[src/rtl/alu_share_arbiter.sv]
// ============================================================================
// alu_share_arbiter: round-robin 2:1 share of one combinational 32-bit ALU with NZCV flag register.
// Optional statistics counters enabled by ALU_ARB_STATS_EN.  Revision 1.0
// ============================================================================
`default_nettype none

module alu_share_arbiter #(
    parameter int DATA_W = 32,
    parameter int CNT_W  = 16
) (
    input  logic              clk,
    input  logic              rst_n,
    input  logic [1:0]        req_valid,
    output logic [1:0]        req_ready,
    input  logic [DATA_W-1:0] req_a0,
    input  logic [DATA_W-1:0] req_b0,
    input  logic [3:0]        req_cmd0,
    input  logic [1:0]        req_op0,
    input  logic              req_s0,
    input  logic [DATA_W-1:0] req_a1,
    input  logic [DATA_W-1:0] req_b1,
    input  logic [3:0]        req_cmd1,
    input  logic [1:0]        req_op1,
    input  logic              req_s1,
    output logic [DATA_W-1:0] alu_port_A,
    output logic [DATA_W-1:0] alu_port_B,
    output logic [3:0]        alu_cmd,
    output logic [1:0]        alu_op,
    input  logic [DATA_W-1:0] alu_result,
    input  logic [3:0]        alu_flags,
    output logic              rsp_valid,
    input  logic              rsp_ready,
    output logic              rsp_id,
    output logic [DATA_W-1:0] rsp_data,
    output logic [3:0]        rsp_flags,
    output logic [3:0]        nzcv
`ifdef ALU_ARB_STATS_EN
    ,
    output logic [CNT_W-1:0]  grant_cnt0,
    output logic [CNT_W-1:0]  grant_cnt1,
    output logic [CNT_W-1:0]  stall_cnt
`endif
);

    typedef enum logic [1:0] {
        S_IDLE = 2'd0,
        S_EXEC = 2'd1,
        S_RESP = 2'd2
    } state_t;

    localparam logic [1:0] C_OP_DP  = 2'b00;
    localparam logic [3:0] C_CMD_CMP = 4'b1010;

    generate
        if (DATA_W < 1 || CNT_W < 1) begin : g_param_check
            $error("alu_share_arbiter: DATA_W and CNT_W must be positive");
        end
    endgenerate

    state_t              r_state;
    state_t              w_next_state;

    logic                r_last_grant;
    logic                w_grant;
    logic                w_accept;

    logic [DATA_W-1:0]   r_a;
    logic [DATA_W-1:0]   r_b;
    logic [3:0]          r_cmd;
    logic [1:0]          r_op;
    logic                r_s;
    logic                r_id;

    logic [DATA_W-1:0]   r_rsp_data;
    logic [3:0]          r_rsp_flags;
    logic                r_rsp_id;
    logic [3:0]          r_nzcv;

    logic                w_set_flags;

    logic [DATA_W-1:0]   w_sel_a;
    logic [DATA_W-1:0]   w_sel_b;
    logic [3:0]          w_sel_cmd;
    logic [1:0]          w_sel_op;
    logic                w_sel_s;

    // Both valid: the requester that did not win last time; otherwise the lone valid one.
    always_comb begin
        w_grant = 1'b0;
        if (req_valid == 2'b11) begin
            w_grant = ~r_last_grant;
        end else begin
            w_grant = req_valid[1];
        end
    end

    always_comb begin
        w_sel_a   = w_grant ? req_a1   : req_a0;
        w_sel_b   = w_grant ? req_b1   : req_b0;
        w_sel_cmd = w_grant ? req_cmd1 : req_cmd0;
        w_sel_op  = w_grant ? req_op1  : req_op0;
        w_sel_s   = w_grant ? req_s1   : req_s0;
    end

    // CMP updates flags even when the requester leaves the set-flags bit clear.
    assign w_set_flags = r_s | ((r_op == C_OP_DP) && (r_cmd == C_CMD_CMP));

    always_comb begin
        w_next_state = r_state;
        w_accept     = 1'b0;
        req_ready    = 2'b00;
        rsp_valid    = 1'b0;
        case (r_state)
            S_IDLE: begin
                if (|req_valid) begin
                    w_accept     = 1'b1;
                    w_next_state = S_EXEC;
                    if (w_grant) begin
                        req_ready = 2'b10;
                    end else begin
                        req_ready = 2'b01;
                    end
                end
            end
            S_EXEC: begin
                w_next_state = S_RESP;
            end
            S_RESP: begin
                rsp_valid = 1'b1;
                if (rsp_ready) begin
                    w_next_state = S_IDLE;
                end
            end
            default: begin
                w_next_state = S_IDLE;
            end
        endcase
    end

    always_ff @(posedge clk) begin
        if (!rst_n) begin
            r_state <= S_IDLE;
        end else begin
            r_state <= w_next_state;
        end
    end

    always_ff @(posedge clk) begin
        if (!rst_n) begin
            r_a          <= '0;
            r_b          <= '0;
            r_cmd        <= '0;
            r_op         <= '0;
            r_s          <= 1'b0;
            r_id         <= 1'b0;
            r_last_grant <= 1'b1;
        end else if (w_accept) begin
            r_a          <= w_sel_a;
            r_b          <= w_sel_b;
            r_cmd        <= w_sel_cmd;
            r_op         <= w_sel_op;
            r_s          <= w_sel_s;
            r_id         <= w_grant;
            r_last_grant <= w_grant;
        end
    end

    always_ff @(posedge clk) begin
        if (!rst_n) begin
            r_rsp_data  <= '0;
            r_rsp_flags <= '0;
            r_rsp_id    <= 1'b0;
            r_nzcv      <= '0;
        end else if (r_state == S_EXEC) begin
            r_rsp_data  <= alu_result;
            r_rsp_flags <= alu_flags;
            r_rsp_id    <= r_id;
            if (w_set_flags) begin
                r_nzcv <= alu_flags;
            end
        end
    end

    assign alu_port_A = r_a;
    assign alu_port_B = r_b;
    assign alu_cmd    = r_cmd;
    assign alu_op     = r_op;

    assign rsp_id     = r_rsp_id;
    assign rsp_data   = r_rsp_data;
    assign rsp_flags  = r_rsp_flags;
    assign nzcv       = r_nzcv;

`ifdef ALU_ARB_STATS_EN
    logic [CNT_W-1:0] r_grant_cnt0;
    logic [CNT_W-1:0] r_grant_cnt1;
    logic [CNT_W-1:0] r_stall_cnt;

    // All counters saturate rather than wrap.
    always_ff @(posedge clk) begin
        if (!rst_n) begin
            r_grant_cnt0 <= '0;
            r_grant_cnt1 <= '0;
            r_stall_cnt  <= '0;
        end else begin
            if (w_accept && !w_grant && (r_grant_cnt0 != {CNT_W{1'b1}})) begin
                r_grant_cnt0 <= r_grant_cnt0 + CNT_W'(1);
            end
            if (w_accept && w_grant && (r_grant_cnt1 != {CNT_W{1'b1}})) begin
                r_grant_cnt1 <= r_grant_cnt1 + CNT_W'(1);
            end
            if ((r_state == S_RESP) && !rsp_ready && (r_stall_cnt != {CNT_W{1'b1}})) begin
                r_stall_cnt <= r_stall_cnt + CNT_W'(1);
            end
        end
    end

    assign grant_cnt0 = r_grant_cnt0;
    assign grant_cnt1 = r_grant_cnt1;
    assign stall_cnt  = r_stall_cnt;
`endif

endmodule

`default_nettype wire

[config.mk]
export PLATFORM = sky130hd
export DESIGN_NAME = alu_share_arbiter
export DESIGN_NICKNAME = d
export VERILOG_FILES = /design/src/rtl/alu_share_arbiter.sv
export SDC_FILE = /design/constraint.sdc
export NUM_CORES = 1
export LEC_CHECK = 0
export CAP_MARGIN = 0
export CORE_ASPECT_RATIO = 1.2
export CORE_MARGIN = 2
export CORE_UTILIZATION = 35
export DETAILED_ROUTE_END_ITERATION = 7
export PLACE_DENSITY_LB_ADDON = 0.15
export SLEW_MARGIN = 10
export SYNTH_ARGS = -nofsm -noshare
export SYNTH_HDL_FRONTEND = slang
export SYNTH_SLANG_ARGS = --single-unit
[constraint.sdc]
create_clock -name clk -period 1.36 [get_ports clk]
set_clock_uncertainty 0.15 [all_clocks]
set_input_delay 0.272 -clock clk [delete_from_list [all_inputs] [get_ports clk]]
set_output_delay 0.272 -clock clk [all_outputs]
set_load 0.03 [all_outputs]
### Word-level counts from Yosys, hierarchy flattened

Cells that the tools add are included.

* flip-flop bits (word level): 116
* input bits: 183

* bitwise gates (word level): 2
* eq/ne operators: 6
* multiplexer cells: 15
* reduce and logical (&&, ||, !) cells: 6

Operator list (count)
* two-way mux 32 bit: 2
* two-way mux 2 bit: 6
* one-hot mux 2 bit (3 select lines): 1
* two-way mux 1 bit: 5
* equality test 2 bit (second input constant): 2
* equality test 4 bit (second input constant): 1
* logical NOT 2 bit: 2
* two-way mux 4 bit: 1
* inequality test 2 bit (second input constant): 2
* AND reduction 2 bit: 2
* equality test 2 x 1 -> 1 bit (second input constant): 1
* OR reduction 2 bit: 1
* logical AND 1 bit: 1
* NOT 1 bit: 1
* OR 1 bit: 1

### Logic depth before layout (Yosys ltp)

Gate-level depths: netlist of the first run.

* depth after elaboration: 5
* mapped depth: 5
* depth with buffers taken out: 3

### Least setup slack after synthesis of the first run

Ideal clock, no wire load.

* path kind: reg-to-output
* start: register r_state[1]
* end: output port req_ready[0]
* cell stages (with the launch flop): 6
* path slack: -0.354 ns
* arrival: 1.292 ns
* path buffers: 2
* path through: dfxtp_1 -> nor2_2 -> buf_4 -> buf_2 -> nand2_1 -> nor2_1

* cells in the longest elaborated chain, start to end: 2

RTL lines
* start, declared: line 60 `state_t r_state;`
* start signal, assigned: line 144 `r_state <= w_next_state;`
* logical NOT 2 bit: line 113 `case (r_state)`
* two-way mux 2 bit: line 113
* end, declared: line 14 `output logic [1:0] req_ready,`

Every way passes these cells.

### Worst setup path after layout of the first run

* start: register r_last_grant
* end: register r_b[16] (netlist: alu_port_B[16])

* cells in the longest elaborated chain, start to end: 3

RTL lines
* start, declared: line 63 `logic r_last_grant;`
* start signal, assigned: line 164 `r_last_grant <= w_grant;`
* NOT 1 bit: line 91 `w_grant = ~r_last_grant;`
* two-way mux 1 bit: line 90 `if (req_valid == 2'b11) begin`
* two-way mux 32 bit: line 99 `w_sel_b = w_grant ? req_b1 : req_b0;`
* end signal, assigned: line 159 `r_b <= w_sel_b;`
* end, declared: line 68 `logic [DATA_W-1:0] r_b;`

Every way passes these cells.
A chain may end at the register's enable or synchronous reset.

==> results of run 1 <==
[worst reg2reg max path: cells and delay by family, from the launching register on]
kind / cells / cell delay [ps]
buffers and inverters: 4 / 600
flip-flops: 1 / 330
multiplexers: 1 / 290
AO/OA/AOI/OAI: 2 / 270
[path summary, 6_finish.rpt]
check	depth (start not counted)	startpoint	slack (ps)	endpoint
max	7	r_last_grant	-400	alu_port_B[16]
min	4	req_valid[1]	190	r_last_grant
max reg2reg	7	r_last_grant	-400	alu_port_B[16]
min reg2reg	2	nzcv[3]	320	nzcv[3]
[cell families after synthesis]
group | synth area share (%)
AND/OR/NAND/NOR | 7.50
multiplexers | 14.2
flip-flops | 44.0
buffers and inverters | 6.24
AO/OA/AOI/OAI | 28.0
[report_power, final]
part / internal (uW) / switching (uW) / total, uW
Clock: 3400 / 1620 / 5010
Sequential: 3800 / 263 / 4060
Combinational: 2620 / 2360 / 4980
[synth_stat cells]
library cell / instances / share of area [%]
a21oi_1: 110 / 10
clkbuf_1: 16 / 1.1
nor2_2: 1 / 0.12
inv_1: 1 / 0.071
and2b_1: 1 / 0.14
a211oi_2: 70 / 17
and3_1: 1 / 0.12
nor2b_1: 1 / 0.12
dfxtp_1: 116 / 44
nor4bb_1: 1 / 0.19
or2_1: 1 / 0.12
buf_2: 20 / 1.9
nand2_1: 83 / 5.9
a211oi_1: 1 / 0.14
a22oi_2: 1 / 0.24
nor2_1: 2 / 0.14
a21boi_0: 1 / 0.14
nor4b_1: 1 / 0.17
and2_1: 2 / 0.24
nand2b_1: 2 / 0.24
buf_6: 10 / 2.1
buf_4: 7 / 1.0
o21a_1: 1 / 0.14
mux2i_1: 75 / 14
a21boi_2: 1 / 0.21
o21ai_1: 1 / 0.095
[flip-flops by register name, indices dropped and copies added, names as in the netlist]
signal / cells
alu_cmd: 4
alu_op: 2
alu_port_A: 32
alu_port_B: 32
nzcv: 4
r_id: 1
r_last_grant: 1
r_s: 1
r_state: 2
rsp_data: 32
rsp_flags: 4
rsp_id: 1
[layout make-up]
cell class,count,share of cell area (%)
clock buffer,20,4.07
clock inverter,12,1.75
inverter,1,0.0545
multi-input combinational,357,31.4
sequential,116,21.1
tap,204,2.22
timing repair buffer,386,39.4
[stage by stage]
step / worst slack [ps] / util, %
after global placement: -669 / 56.5
after global routing: -455 / 77.4
after detailed placement: -727 / 56.5
final: -399 / 77.4
after floorplan: -51.9 / -
after CTS: -379 / 70.4
[layer usage]
metal / vias to the layer above / track usage (%)
li1: 2628 / -
met1: 2713 / 25.3
met2: 243 / 44.0
met3: 61 / 7.19
met4: 0 / 11.5
met5: - / 0
[repair_timing]
item,4_1_cts,5_1_grt
gates cloned,15,6
pin swaps,11,52
resized for setup,177,254
setup endpoints to repair,153,194
buffers inserted,29,11
==> qor.yml, run 1 <==
timing:
  setup_slack_ps: -399
  finalCriticalPeriod_ps: 1760
  slew_headroom_pct: 72.8
  setup_violations: 112
  timing.hold.ws_ps: 187
  hold_violations: 0
  max_clock_freq_mhz: 568
  rsz0062_at_grt: "true"
  worst_pin_slew_ps: 408
  slew_viol_final: 0
  tns_ps: -26620
  fin_crit_sh_pct: 129
synthesis:
  ys_warn_count: 0
  synth_cell_type_count: 26
  postSynthCellCount: 527
  seq_area_frac_synth_pct: 44.0
  syn_area_per_cell_um2: 10.0
  syn-cell-area_mm2: 0.00528
  ys_ff_latch: 116
  syn-num-nets: 710
cells_and_area:
  nets: 1062
  synthToLayoutAreaGrowth_pct: 118
  diodes: 0
  ff_latch_area_mm2: 0.00242
  final_common_cell: "clkdlybuf4s50_1"
  multi_input_area_mm2: 0.00361
  mostFrequentLayoutCells: "clkdlybuf4s50_1 (180), buf_6 (107), a21oi_1 (77), a211oi_2 (70), dfxtp_2 (60)"
  drive_gt1_share_pct: 57.3
  stdcell_area_mm2: 0.0115
  final_cells: 1096
  fill_cells: 908
cts:
  clkTransAtPathRegs_ps: 60
  postCtsHoldBufs: 0
  cts_root_buffer: "clkbuf_16"
  cts_tree: "yes"
  cts_sinks: 116
  clock_path_buffers: 2
  clk_latency_ps: 410
  cts_inserted_buffers: 17
  h-tree-depth: 4
outcome:
  violations: "setup timing"
  status: "finished, violations left"
setup_path:
  slowest_delay_ps: 330
  crit_path_top_delay_cell: "dfxtp_2"
  cp-start-kind: "flop"
  cp_num_buf_inv: 4
  required_ps: 1500
  end_kind: "flop"
  critical_path_arrival_ps: 1900
  crit_top_cell: "buf_12"
  crit_path_cell_trace: "a21boi_4, buf_4, buf_12, buf_12, buf_16, mux2i_4, a211oi_2"
  cp_max_fo: 6
  path_class: "flop to flop"
  cp_top_family: "buffers and inverters"
placement:
  postPlaceCellArea_mm2: 0.00838
  port_buffers: 296
  place_congestion: 0.806
  hpwl_um: 13000
  dp.cells: 1013
floorplan:
  die_w_um: 116
  die_h_um: 138
  num_rows: 49
  start_util_pct: 35.6
  die_area_mm2: 0.0161
  core-area_mm2: 0.0148
  io_pins: 297
detailed_routing:
  wl_met3_um: 1580
  met2_length_um: 12200
  drtPass1Iterations: 4
  wl_per_cell_um: 20.4
  drc_errors: 0
  drt_iter0_drc: 289
  m1WireLength_um: 7570
  totalWireLength_um: 22400
  vias: 5645
  viasPerCell: 5.15
  dr.max_layer_used: "met4"
  ant_nets: 0
power_and_ir_drop:
  static-leakage-power_uw: 0.00446
  power_uw: 14100
  vdd_drop_max_v: 0.00101
  p_per_area_mw_per_mm2: 1220
global_routing:
  grt_pass1_vias: 5789
  grt_first_pass_wirelength_um: 30400
  overflow: 0
  grt_usage_pct: 24.3
  antenna_found_initial: 0
  grt_max_degree: 41
job:
  cap_violations: 0
hold_path:
  min_path_type: "input pin to flop"
(Power assumes the default switching activity.)
==> run 2: changes to the inputs <==
--- a/config.mk
+++ b/config.mk
@@ -8,7 +8,7 @@
 export CAP_MARGIN = 0
 export CORE_ASPECT_RATIO = 1.2
 export CORE_MARGIN = 2
-export CORE_UTILIZATION = 35
+export CORE_UTILIZATION = 42
 export DETAILED_ROUTE_END_ITERATION = 7
 export PLACE_DENSITY_LB_ADDON = 0.15
 export SLEW_MARGIN = 10
==> constraint.sdc (replaced) <==
create_clock -name clk -period 2.1 [get_ports clk]
set_clock_uncertainty 0.15 [all_clocks]
set_input_delay 0.42 -clock clk [delete_from_list [all_inputs] [get_ports clk]]
set_output_delay 0.42 -clock clk [all_outputs]
set_load 0.03 [all_outputs]
==> qor.yml, run 2 (synthesized netlist as in run 1, its figures left out) <==
setup_path:
  crit_path_top_delay_cell: "clkdlybuf4s50_1"
  cp-start-kind: "input pin"
  slowest_delay_ps: 510  # +180 ps
  cp_num_buf_inv: 3  # -1
  critical_path_arrival_ps: 1500  # -400 ps
  cp_max_fo: 3  # -3
  cp_top_family: "buffers and inverters"
  crit_path_cell_trace: "clkdlybuf4s50_1, a21boi_4, buf_12, nor2_1, buf_4"
  required_ps: 1530  # +30 ps
  end_kind: "output pin"
  path_class: "input pin to output pin"
cells_and_area:
  final_cells: 991  # -9.6%
  fill_cells: 899  # -0.99%
  synthToLayoutAreaGrowth_pct: 72.4
  diodes: 0  # unchanged
  drive_gt1_share_pct: 16.5  # -41 points
  nets: 1000  # -5.8%
  finish.utilization_pct: 74.8  # -2.6 points
  final_common_cell: "clkdlybuf4s50_1"
  mostFrequentLayoutCells: "clkdlybuf4s50_1 (286), dfxtp_1 (116), a21oi_1 (110), nand2_1 (83), mux2i_1 (75)"
timing:
  setup_violations: 0  # -100%
  worst_pin_slew_ps: 489  # +80.7 ps
  slew_headroom_pct: 67.0  # -5.8 points
  hold_violations: 0  # unchanged
  max_clock_freq_mhz: 482
  tns_ps: 0  # +26620 ps
  slew_viol_final: 0  # unchanged
  fin_crit_sh_pct: 98.8
  finalCriticalPeriod_ps: 2070
power_and_ir_drop:
  pwr-share-seq_pct: 33.5  # +4.6 points
  switching_share_pct: 30.5  # +0.33 points
  comb_power_share_pct: 29.5  # -6.0 points
  static-leakage-power_uw: 0.00338  # -24%
  internal_power_uw: 5320  # -46%
  p_sw_uw: 2340  # -45%
  vdd_drop_max_v: 0.000546  # -46%
  p_per_area_mw_per_mm2: 841  # -31%
  clkPwrFrac_pct: 37.0  # +1.3 points
global_routing:
  grt_pass1_vias: 5341  # -7.7%
  grt_max_degree: 63  # +54%
  grt_usage_pct: 24.9  # +0.59 points
  antenna_found_initial: 0  # unchanged
  grt_first_pass_wirelength_um: 26700  # -12%
  overflow: 0  # unchanged
floorplan:
  num_rows: 44  # -10%
  die_w_um: 106  # -8.4%
  io_pins: 297  # unchanged
  die_h_um: 127  # -8.5%
  start_util_pct: 43.4  # +7.8 points
  core-area_mm2: 0.0122  # -18%
  die_area_mm2: 0.0135  # -16%
detailed_routing:
  drtPass1Iterations: 4  # unchanged
  ant_nets: 0  # unchanged
  drc_errors: 0  # unchanged
  vias: 5146  # -8.8%
  wl_per_cell_um: 17.5  # -14%
  drt_iter0_drc: 163  # -44%
  totalWireLength_um: 17400  # -22%
  viasPerCell: 5.19  # +0.82%
cts:
  clock_path_buffers: 2  # unchanged
  clk_latency_ps: 400  # about the same
  cts_tree: "yes"
  cts_inserted_buffers: 17  # unchanged
  h-tree-depth: 4  # unchanged
  clkTransAtPathRegs_ps: 50  # about the same
  cts_root_buffer: "clkbuf_16"
  cts_sinks: 116  # unchanged
hold_path:
  min_path_type: "flop to flop"
job:
  cap_violations: 0  # unchanged
placement:
  dp.cells: 956  # -5.6%
  port_buffers: 296  # unchanged
  hpwl_um: 12900  # -1.0%
  place_congestion: 0.777  # -3.6%
outcome:
  status: "finished clean"
## run 2: cell count changes in the layout (fill, tap and decap cells not counted), moves of 41 or more
cell and change:
buf_6 -106, dfxtp_1 +66, mux2i_4 -41, clkdlybuf4s50_1 +106, mux2i_1 +59, dfxtp_2 -60
## run 2: path summary, 6_finish.rpt
check / from / endpoint / slack (ps) / depth (start not counted)
setup / recovery: req_valid[1] / req_ready[0] / 30 / 5
hold / removal: r_id / rsp_id / 300 / 2
setup reg to reg: r_last_grant / alu_port_B[5] / 370 / 6
hold reg to reg: r_id / rsp_id / 300 / 2
## run 2: stage by stage
step                      instance area (um2)  power (uW)  hold WS (ps)  setup slack, ps
final                                    9090        7650           303             25.6
after global routing                     9090        7950           324            -9.13
after CTS                                9080        7720           305             4.66
after detailed placement                 8480        4880           294            -96.2
after global placement                   8480        4820           291            -46.0
after floorplan                          5280        3850           278              201
## run 2: cell type report
| cell class | count | area (um2) | area share, % |
|---|---|---|---|
| clock buffers | 21 | 460 | 5.06 |
| clock inverters | 11 | 129 | 1.42 |
| inverters | 1 | 6.26 | 0.0688 |
| multi-input cells | 357 | 2640 | 29.1 |
| flip-flops and latches | 116 | 2320 | 25.5 |
| well taps | 161 | 201 | 2.21 |
| repair buffers | 324 | 3330 | 36.6 |
## run 2: per-layer routing
metal	GRT usage (%)	share of wire, %	vias to the layer above
li1	-	-	2479
met1	26.0	37	2425
met4	11.5	3.2	0
met5	0	0	-
met2	44.5	51	203
met3	8.99	8.8	39
## run 2: power groups by stage
stage | combinational [uW] | sequential (uW) | clock (uW)
floorplan | 838 | 3010 | 0
global placement | 2230 | 2600 | 0
detailed placement | 2270 | 2610 | 0
CTS | 2280 | 2560 | 2880
global route | 2390 | 2580 | 2980
finish | 2260 | 2560 | 2830
## run 2: worst min-delay path, stage by stage (launching register included)
cell and delay, ps:
dfxtp_1 300, nand2_1 50, a21oi_1 50
## run 2: what timing repair did
item	in CTS	in global routing
endpoints found under the setup margin	8	3
resized for setup	7	4
cloned	0	0
pin swaps	0	1
hold buffers	0	0
buffers inserted	2	1
